$ cat src/rtl/hsv_thresh_pkg.sv
`default_nettype none
// ============================================================================
//  Module      : hsv_thresh_pkg
//  Description : Shared types, address map and reset thresholds for the
//                HSV ball-classifier configuration controller.
//  Revision    : 1.0  initial release
// ============================================================================
package hsv_thresh_pkg;

    localparam int c_num_classes = 5;

    localparam logic [3:0] c_addr_ctrl       = 4'd0;
    localparam logic [3:0] c_addr_status     = 4'd1;
    localparam logic [3:0] c_addr_class_base = 4'd2;

    localparam int c_ctrl_commit_bit  = 0;
    localparam int c_ctrl_force_bit   = 1;
    localparam int c_ctrl_pending_bit = 2;
    localparam int c_ctrl_en_lsb      = 8;

    // Classifier output codes; bank slot k holds class code k+1.
    typedef enum logic [2:0] {
        CLS_NONE   = 3'd0,
        CLS_RED    = 3'd1,
        CLS_YELLOW = 3'd2,
        CLS_GREEN  = 3'd3,
        CLS_BLUE   = 3'd4,
        CLS_PINK   = 3'd5
    } ball_class_e;

    typedef struct packed {
        logic [8:0] h_lo;
        logic [8:0] h_hi;
        logic [7:0] s_min;
        logic [7:0] v_min;
    } class_thresh_t;

    function automatic class_thresh_t default_thresh(input int idx);
        class_thresh_t t;
        t = '0;
        case (idx)
            int'(CLS_RED)    - 1: t = '{h_lo: 9'd359, h_hi: 9'd27,  s_min: 8'd68, v_min: 8'd24};
            int'(CLS_YELLOW) - 1: t = '{h_lo: 9'd68,  h_hi: 9'd79,  s_min: 8'd57, v_min: 8'd65};
            int'(CLS_GREEN)  - 1: t = '{h_lo: 9'd137, h_hi: 9'd170, s_min: 8'd54, v_min: 8'd23};
            int'(CLS_BLUE)   - 1: t = '{h_lo: 9'd187, h_hi: 9'd241, s_min: 8'd35, v_min: 8'd1};
            int'(CLS_PINK)   - 1: t = '{h_lo: 9'd0,   h_hi: 9'd31,  s_min: 8'd30, v_min: 8'd58};
            default:              t = '0;
        endcase
        return t;
    endfunction

endpackage
`default_nettype wire

$ cat src/rtl/hsv_thresh_ctrl_if.sv
`default_nettype none
// ============================================================================
//  Module      : hsv_thresh_ctrl_if
//  Description : Avalon-MM register port of the HSV threshold controller.
//  Revision    : 1.0  initial release
// ============================================================================
interface hsv_thresh_ctrl_if;
    logic [3:0]  s_address;
    logic        s_write;
    logic [31:0] s_writedata;
    logic        s_read;
    logic [31:0] s_readdata;

    modport master (
        output s_address, s_write, s_writedata, s_read,
        input  s_readdata
    );

    modport slave (
        input  s_address, s_write, s_writedata, s_read,
        output s_readdata
    );
endinterface
`default_nettype wire

$ cat src/rtl/hsv_thresh_ctrl.sv
`default_nettype none
// ============================================================================
//  Module      : hsv_thresh_ctrl
//  Description : Shadow/active threshold banks for the HSV classifier; the
//                shadow bank is copied to active only at a frame boundary.
//  Revision    : 1.0  initial release
// ============================================================================
module hsv_thresh_ctrl
    import hsv_thresh_pkg::*;
#(
    parameter int NUM_CLASSES = c_num_classes
) (
    input  logic                       clk,
    input  logic                       rst,
    hsv_thresh_ctrl_if.slave           bus,
    input  logic                       in_valid,
    input  logic                       in_ready,
    input  logic                       in_sop,
    output logic [9*NUM_CLASSES-1:0]   cfg_h_lo,
    output logic [9*NUM_CLASSES-1:0]   cfg_h_hi,
    output logic [8*NUM_CLASSES-1:0]   cfg_s_min,
    output logic [8*NUM_CLASSES-1:0]   cfg_v_min,
    output logic [NUM_CLASSES-1:0]     cfg_en,
    output logic                       commit_pending
);

    localparam logic [3:0] c_num_cls_w = 4'(NUM_CLASSES);

    class_thresh_t            r_shadow [NUM_CLASSES];
    class_thresh_t            r_active [NUM_CLASSES];
    logic [NUM_CLASSES-1:0]   r_shadow_en;
    logic [NUM_CLASSES-1:0]   r_active_en;
    logic                     r_pending;
    logic                     r_sop_d1;
    logic [15:0]              r_frames_seen;
    logic [15:0]              r_commits_done;
    logic [31:0]              r_readdata;

    logic [3:0]               w_cls_off;
    logic [2:0]               w_cls_idx;
    logic                     w_is_class;
    logic                     w_ctrl_wr;
    logic                     w_commit_req;
    logic                     w_force;
    logic                     w_sop_acc;
    logic                     w_commit;
    logic [31:0]              w_rdata;

    assign w_cls_off    = bus.s_address - c_addr_class_base;
    assign w_cls_idx    = w_cls_off[3:1];
    assign w_is_class   = (bus.s_address >= c_addr_class_base) &&
                          ({1'b0, w_cls_idx} < c_num_cls_w);
    assign w_ctrl_wr    = bus.s_write && (bus.s_address == c_addr_ctrl);
    assign w_commit_req = w_ctrl_wr && bus.s_writedata[c_ctrl_commit_bit];
    assign w_force      = w_ctrl_wr && bus.s_writedata[c_ctrl_force_bit];
    assign w_sop_acc    = in_valid && in_ready && in_sop;

    // The copy fires on the edge where the delayed sop enters the second
    // stage, i.e. the edge that lands the sop pixel's HSV at the compare.
    assign w_commit     = w_force || (r_sop_d1 && r_pending);

    always_ff @(posedge clk) begin
        if (rst) begin
            for (int k = 0; k < NUM_CLASSES; k++) begin
                r_shadow[k] <= default_thresh(k);
            end
            r_shadow_en <= '1;
        end else begin
            if (w_ctrl_wr) begin
                r_shadow_en <= bus.s_writedata[c_ctrl_en_lsb +: NUM_CLASSES];
            end
            if (bus.s_write && w_is_class) begin
                for (int k = 0; k < NUM_CLASSES; k++) begin
                    if (w_cls_idx == 3'(k)) begin
                        if (!w_cls_off[0]) begin
                            r_shadow[k].h_lo <= bus.s_writedata[8:0];
                            r_shadow[k].h_hi <= bus.s_writedata[24:16];
                        end else begin
                            r_shadow[k].s_min <= bus.s_writedata[7:0];
                            r_shadow[k].v_min <= bus.s_writedata[15:8];
                        end
                    end
                end
            end
        end
    end

    // Copies the pre-edge shadow, so a same-cycle register write stays shadow-only.
    always_ff @(posedge clk) begin
        if (rst) begin
            for (int k = 0; k < NUM_CLASSES; k++) begin
                r_active[k] <= default_thresh(k);
            end
            r_active_en <= '1;
        end else if (w_commit) begin
            for (int k = 0; k < NUM_CLASSES; k++) begin
                r_active[k] <= r_shadow[k];
            end
            r_active_en <= r_shadow_en;
        end
    end

    always_ff @(posedge clk) begin
        if (rst) begin
            r_pending      <= 1'b0;
            r_sop_d1       <= 1'b0;
            r_frames_seen  <= '0;
            r_commits_done <= '0;
        end else begin
            r_sop_d1 <= w_sop_acc;
            if (w_commit_req) begin
                r_pending <= 1'b1;
            end else if (w_commit) begin
                r_pending <= 1'b0;
            end
            if (w_sop_acc) begin
                r_frames_seen <= r_frames_seen + 16'd1;
            end
            if (w_commit) begin
                r_commits_done <= r_commits_done + 16'd1;
            end
        end
    end

    always_comb begin
        w_rdata = '0;
        if (bus.s_address == c_addr_ctrl) begin
            w_rdata[c_ctrl_pending_bit]                = r_pending;
            w_rdata[c_ctrl_en_lsb +: NUM_CLASSES]      = r_shadow_en;
        end else if (bus.s_address == c_addr_status) begin
            w_rdata = {r_commits_done, r_frames_seen};
        end else if (w_is_class) begin
            for (int k = 0; k < NUM_CLASSES; k++) begin
                if (w_cls_idx == 3'(k)) begin
                    if (!w_cls_off[0]) begin
                        w_rdata[8:0]   = r_shadow[k].h_lo;
                        w_rdata[24:16] = r_shadow[k].h_hi;
                    end else begin
                        w_rdata[7:0]   = r_shadow[k].s_min;
                        w_rdata[15:8]  = r_shadow[k].v_min;
                    end
                end
            end
        end
    end

    always_ff @(posedge clk) begin
        if (rst) begin
            r_readdata <= '0;
        end else if (bus.s_read) begin
            r_readdata <= w_rdata;
        end
    end

    assign bus.s_readdata  = r_readdata;
    assign commit_pending  = r_pending;
    assign cfg_en          = r_active_en;

    for (genvar k = 0; k < NUM_CLASSES; k++) begin : g_cfg
        assign cfg_h_lo[9*k +: 9]  = r_active[k].h_lo;
        assign cfg_h_hi[9*k +: 9]  = r_active[k].h_hi;
        assign cfg_s_min[8*k +: 8] = r_active[k].s_min;
        assign cfg_v_min[8*k +: 8] = r_active[k].v_min;
    end

endmodule
`default_nettype wire

$ cat src/flat_wrapper.sv
// flat-port wrapper written by rule: the top's interface ports become plain ports
module hsv_thresh_ctrl_flat import hsv_thresh_pkg::*;
#(
    parameter int NUM_CLASSES = c_num_classes
)
  (clk, rst, in_valid, in_ready, in_sop, cfg_h_lo, cfg_h_hi, cfg_s_min, cfg_v_min, cfg_en, commit_pending, bus_s_address, bus_s_write, bus_s_writedata, bus_s_read, bus_s_readdata);
  hsv_thresh_ctrl_if bus_i ();
  input  logic clk;
  input  logic rst;
  input  logic in_valid;
  input  logic in_ready;
  input  logic in_sop;
  output logic [9*NUM_CLASSES-1:0] cfg_h_lo;
  output logic [9*NUM_CLASSES-1:0] cfg_h_hi;
  output logic [8*NUM_CLASSES-1:0] cfg_s_min;
  output logic [8*NUM_CLASSES-1:0] cfg_v_min;
  output logic [NUM_CLASSES-1:0] cfg_en;
  output logic commit_pending;
  input wire logic [$bits(bus_i.s_address)-1:0] bus_s_address;
  input wire logic [$bits(bus_i.s_write)-1:0] bus_s_write;
  input wire logic [$bits(bus_i.s_writedata)-1:0] bus_s_writedata;
  input wire logic [$bits(bus_i.s_read)-1:0] bus_s_read;
  output wire logic [$bits(bus_i.s_readdata)-1:0] bus_s_readdata;
  assign bus_i.s_address = bus_s_address;
  assign bus_i.s_write = bus_s_write;
  assign bus_i.s_writedata = bus_s_writedata;
  assign bus_i.s_read = bus_s_read;
  assign bus_s_readdata = bus_i.s_readdata;
  hsv_thresh_ctrl #(.NUM_CLASSES(NUM_CLASSES)) u_core (.clk(clk), .rst(rst), .bus(bus_i), .in_valid(in_valid), .in_ready(in_ready), .in_sop(in_sop), .cfg_h_lo(cfg_h_lo), .cfg_h_hi(cfg_h_hi), .cfg_s_min(cfg_s_min), .cfg_v_min(cfg_v_min), .cfg_en(cfg_en), .commit_pending(commit_pending));
endmodule
$ cat config.mk
export PLATFORM = sky130hd
export DESIGN_NAME = hsv_thresh_ctrl_flat
export DESIGN_NICKNAME = d
export VERILOG_FILES = /design/src/rtl/hsv_thresh_pkg.sv /design/src/rtl/hsv_thresh_ctrl_if.sv /design/src/rtl/hsv_thresh_ctrl.sv /design/src/flat_wrapper.sv
export SDC_FILE = /design/constraint.sdc
export NUM_CORES = 1
export LEC_CHECK = 0
export CAP_MARGIN = 10
export CORE_AREA = 5 5 226 228
export CTS_CLUSTER_DIAMETER = 120
export CTS_CLUSTER_SIZE = 14
export DETAILED_ROUTE_END_ITERATION = 8
export DIE_AREA = 0 0 231 233
export GPL_TIMING_DRIVEN = 0
export PLACE_DENSITY_LB_ADDON = 0.05
export SLEW_MARGIN = 40
export SYNTH_ARGS = -nofsm -noshare
export SYNTH_HDL_FRONTEND = slang
export SYNTH_SLANG_ARGS = --single-unit
export TNS_END_PERCENT = 1
$ cat constraint.sdc
create_clock -name clk -period 8.5 [get_ports clk]
set_input_delay 0.85 -clock clk [delete_from_list [all_inputs] [get_ports clk]]
set_output_delay 0.85 -clock clk [all_outputs]
set_load 0.05 [all_outputs]
==> flow_summary.ini <==
[placed_design]
place_area_mm2 = 0.0203
pre_cts_slack_ns = 3.86
portBuffers = 241
dp_hpwl_mm = 45.8
gp_congestion = 0.906
dp_cells = 2132

[sta]
period_minus_slack_ns = 4.20
clock_skew_ns = 0.0217
final-hold-violation-count = 0
rsz0062_at_grt = false
report.final.setup_viol = 0
setup_slack_ns = 4.30
fmax_mhz = 238
drv_slew = 0
worstMarginPinSlew_ns = 0.912
fin_crit_sh = 0.494
relSlewSlack = 0.392
whs_ns = 0.480

[yosys]
yosys_most_used_dff = edfxtp_1
synth_nets = 1314
synth_area_mm2 = 0.0169
ys_seq_area_frac = 0.693
synth_top_area_share = 0.603
synth_cells = 1264
synthTopCellsByArea = edfxtp_1 60%, dfxtp_1 9.0%, and2_1 5.0%
synth.largest_area_cell = edfxtp_1
synth_cell_type_count = 58
synth.avg_cell_area_um2 = 13.4
ys.warnings.count = 0
synthArstFlopShare = 0
synth_edf_count = 340
ys_ff_latch = 416

[detailed_routing]
vias_per_cell = 5.31
wire_per_inst_um = 28.2
ant_nets = 0
drt_first_pass_iters = 5
num_vias = 11604
drc = 0
drt_iter0_markers = 1124
totalWireLength_mm = 61.5

[power_and_ir_drop]
p_total_mw = 4.28
ir_drop_mv = 0.100
p_leak_nw = 7.07
p_per_area_mw_per_mm2 = 202

[worst_setup_path]
end_kind = register
cp_max_fo = 10
cp.arrival_ns = 4.66
startpoint_type = input port
required_ns = 8.96
crit_type = input port to register

[layout]
area_delta_synth_final_pct = 25.4
drive_gt1_frac = 0.0610
final_net_count = 1597
final_cell_area_mm2 = 0.0212
fin_cells = 2185

[global_route]
grt_usage = 0.223
grt_pass1_wl_mm = 85.6
grt_pass1_vias = 11861
antenna_found_initial = 5
grt-ovfl-total = 0
grt_max_degree = 40

[floorplanning]
core_mm2 = 0.0486
die_w_um = 231
io_pins = 251
start_util = 0.348
rows = 81
dieHeight_um = 233
dieArea_mm2 = 0.0538

[clock_network]
cts_root_buffer = clkbuf_16
clk_latency_ns = 0.56
ctsLongestPathBuffers = 3
cts_resized = 0
htree_levels = 2
cts_buffers = 35
hold_buffers = 0
cts_setup_buffers = 0
cts.sinks = 416
cts_tree = yes
clk_pin_slew_ns = 0.07

[flow_run]
timing.max_cap.violations = 0

[run_status]
outcome = completed

[min_path]
hold_path_class = register to register
-- cell usage in the layout, fill, tap and decap left out, types with 17 or more instances in the layout --
master / synthesis / final
edfxtp_1: 340 / 340
clkdlybuf4s50_1: 0 / 241
and2_1: 134 / 134
dfxtp_1: 76 / 76
nor2_1: 75 / 75
clkbuf_1: 66 / 73
or3_1: 70 / 70
nand2_1: 70 / 64
mux2i_1: 42 / 42
clkbuf_16: 0 / 35
a21oi_1: 32 / 32
nand2b_1: 31 / 31
nand3_1: 31 / 31
nor3_1: 30 / 29
xnor2_1: 21 / 21
a221oi_1: 20 / 20
nor2b_1: 19 / 19
inv_1: 17 / 17
o21ai_0: 17 / 17
-- stage by stage --
stage / TNS, ns / utilization
floorplan: 0 / -
global placement: -163.10 / 0.414
detailed placement: 0 / 0.417
CTS: 0 / 0.436
global route: 0 / 0.436
finish: 0 / 0.437
-- metal layers --
layer	vias to the layer above	wire, µm	track usage
met5	-	20	0
met4	2	2600	0.0873
met3	124	4310	0.0471
met2	479	28100	0.354
met1	5769	26500	0.301
li1	5230	-	-
-- flip-flops by register name, indices dropped and copies added (netlist names) --
name                   flops
u_core.cfg_en              5
u_core.r_commits_done     16
u_core.r_active          170
u_core.r_sop_d1            1
u_core.bus.s_readdata     32
u_core.commit_pending      1
u_core.r_shadow          170
u_core.r_frames_seen      16
u_core.r_shadow_en         5
-- worst paths after layout --
kind / start / to / slack, ns / depth (start not counted)
max: bus_s_address[1] / u_core.bus.s_readdata[13]$_SDFFE_PP0P_ / 4.30 / 11
min: u_core.bus.s_readdata[27]$_SDFFE_PP0P_ / u_core.bus.s_readdata[27]$_SDFFE_PP0P_ / 0.48 / 2
max reg2reg: u_core.commit_pending$_SDFFE_PP0P_ / u_core.r_active[0][142]$_SDFFCE_PN0P_ / 6.07 / 7
min reg2reg: u_core.bus.s_readdata[27]$_SDFFE_PP0P_ / u_core.bus.s_readdata[27]$_SDFFE_PP0P_ / 0.48 / 2
-- cell usage after synthesis, types with 4 or more instances --
cell type,instances
o211ai_1,5
mux2i_1,42
o21ai_0,17
nand2b_1,31
nor2_1,75
xnor2_1,21
a32o_1,4
buf_1,4
a211oi_1,7
nand4_1,9
a21oi_1,32
a31oi_1,15
o32ai_1,9
nor4_1,13
nor2b_1,19
a21o_1,5
ha_1,7
xor2_1,7
dfxtp_1,76
or3_1,70
and3_1,8
buf_2,11
nor3_1,30
and2_1,134
nand2_1,70
nand3_1,31
mux2_2,12
edfxtp_1,340
o311a_1,4
a221o_1,9
clkbuf_1,66
a221oi_1,20
inv_1,17
-- kinds of logic (layout without fill, tap and decap cells) --
family	Yosys count	after routing	share of synthesized area
flops	416	416	0.693
xor+xnor	28	28	0.0145
fa+ha+maj	7	7	0.00517
mux	54	54	0.0328
other cells	0	6	0
simple gates	504	504	0.163
buf+inv	103	396	0.0252
compound gates	152	152	0.0664
-- where the power goes --
group	internal (mW)	total [mW]	switching (mW)
registers	2.29	2.34	0.0509
clock network	0.781	1.51	0.728
logic	0.125	0.435	0.310
-- worst max-delay path: stages --
cell             delay, ns
clkdlybuf4s50_1       0.68
inv_1                 0.14
ha_1                  0.22
clkbuf_1              0.32
nor2b_1               0.20
clkbuf_1              0.70
buf_1                 0.61
a221oi_1              0.16
nor3_1                0.30
a211oi_1              0.16
o32ai_1               0.32
-- area by class of cell --
class                           instances  area (µm²)
Fill cell                            4515       27400
Multi-Input combinational cell        745        4820
Antenna cell                            6        15.0
Tap cell                              622         778
Sequential cell                       416       11700
Clock inverter                          2        38.8
Timing Repair Buffer                  246        2510
Clock buffer                           45         913
Buffer                                 85         363
Inverter                               18        67.6
(Power assumes the default switching activity.)
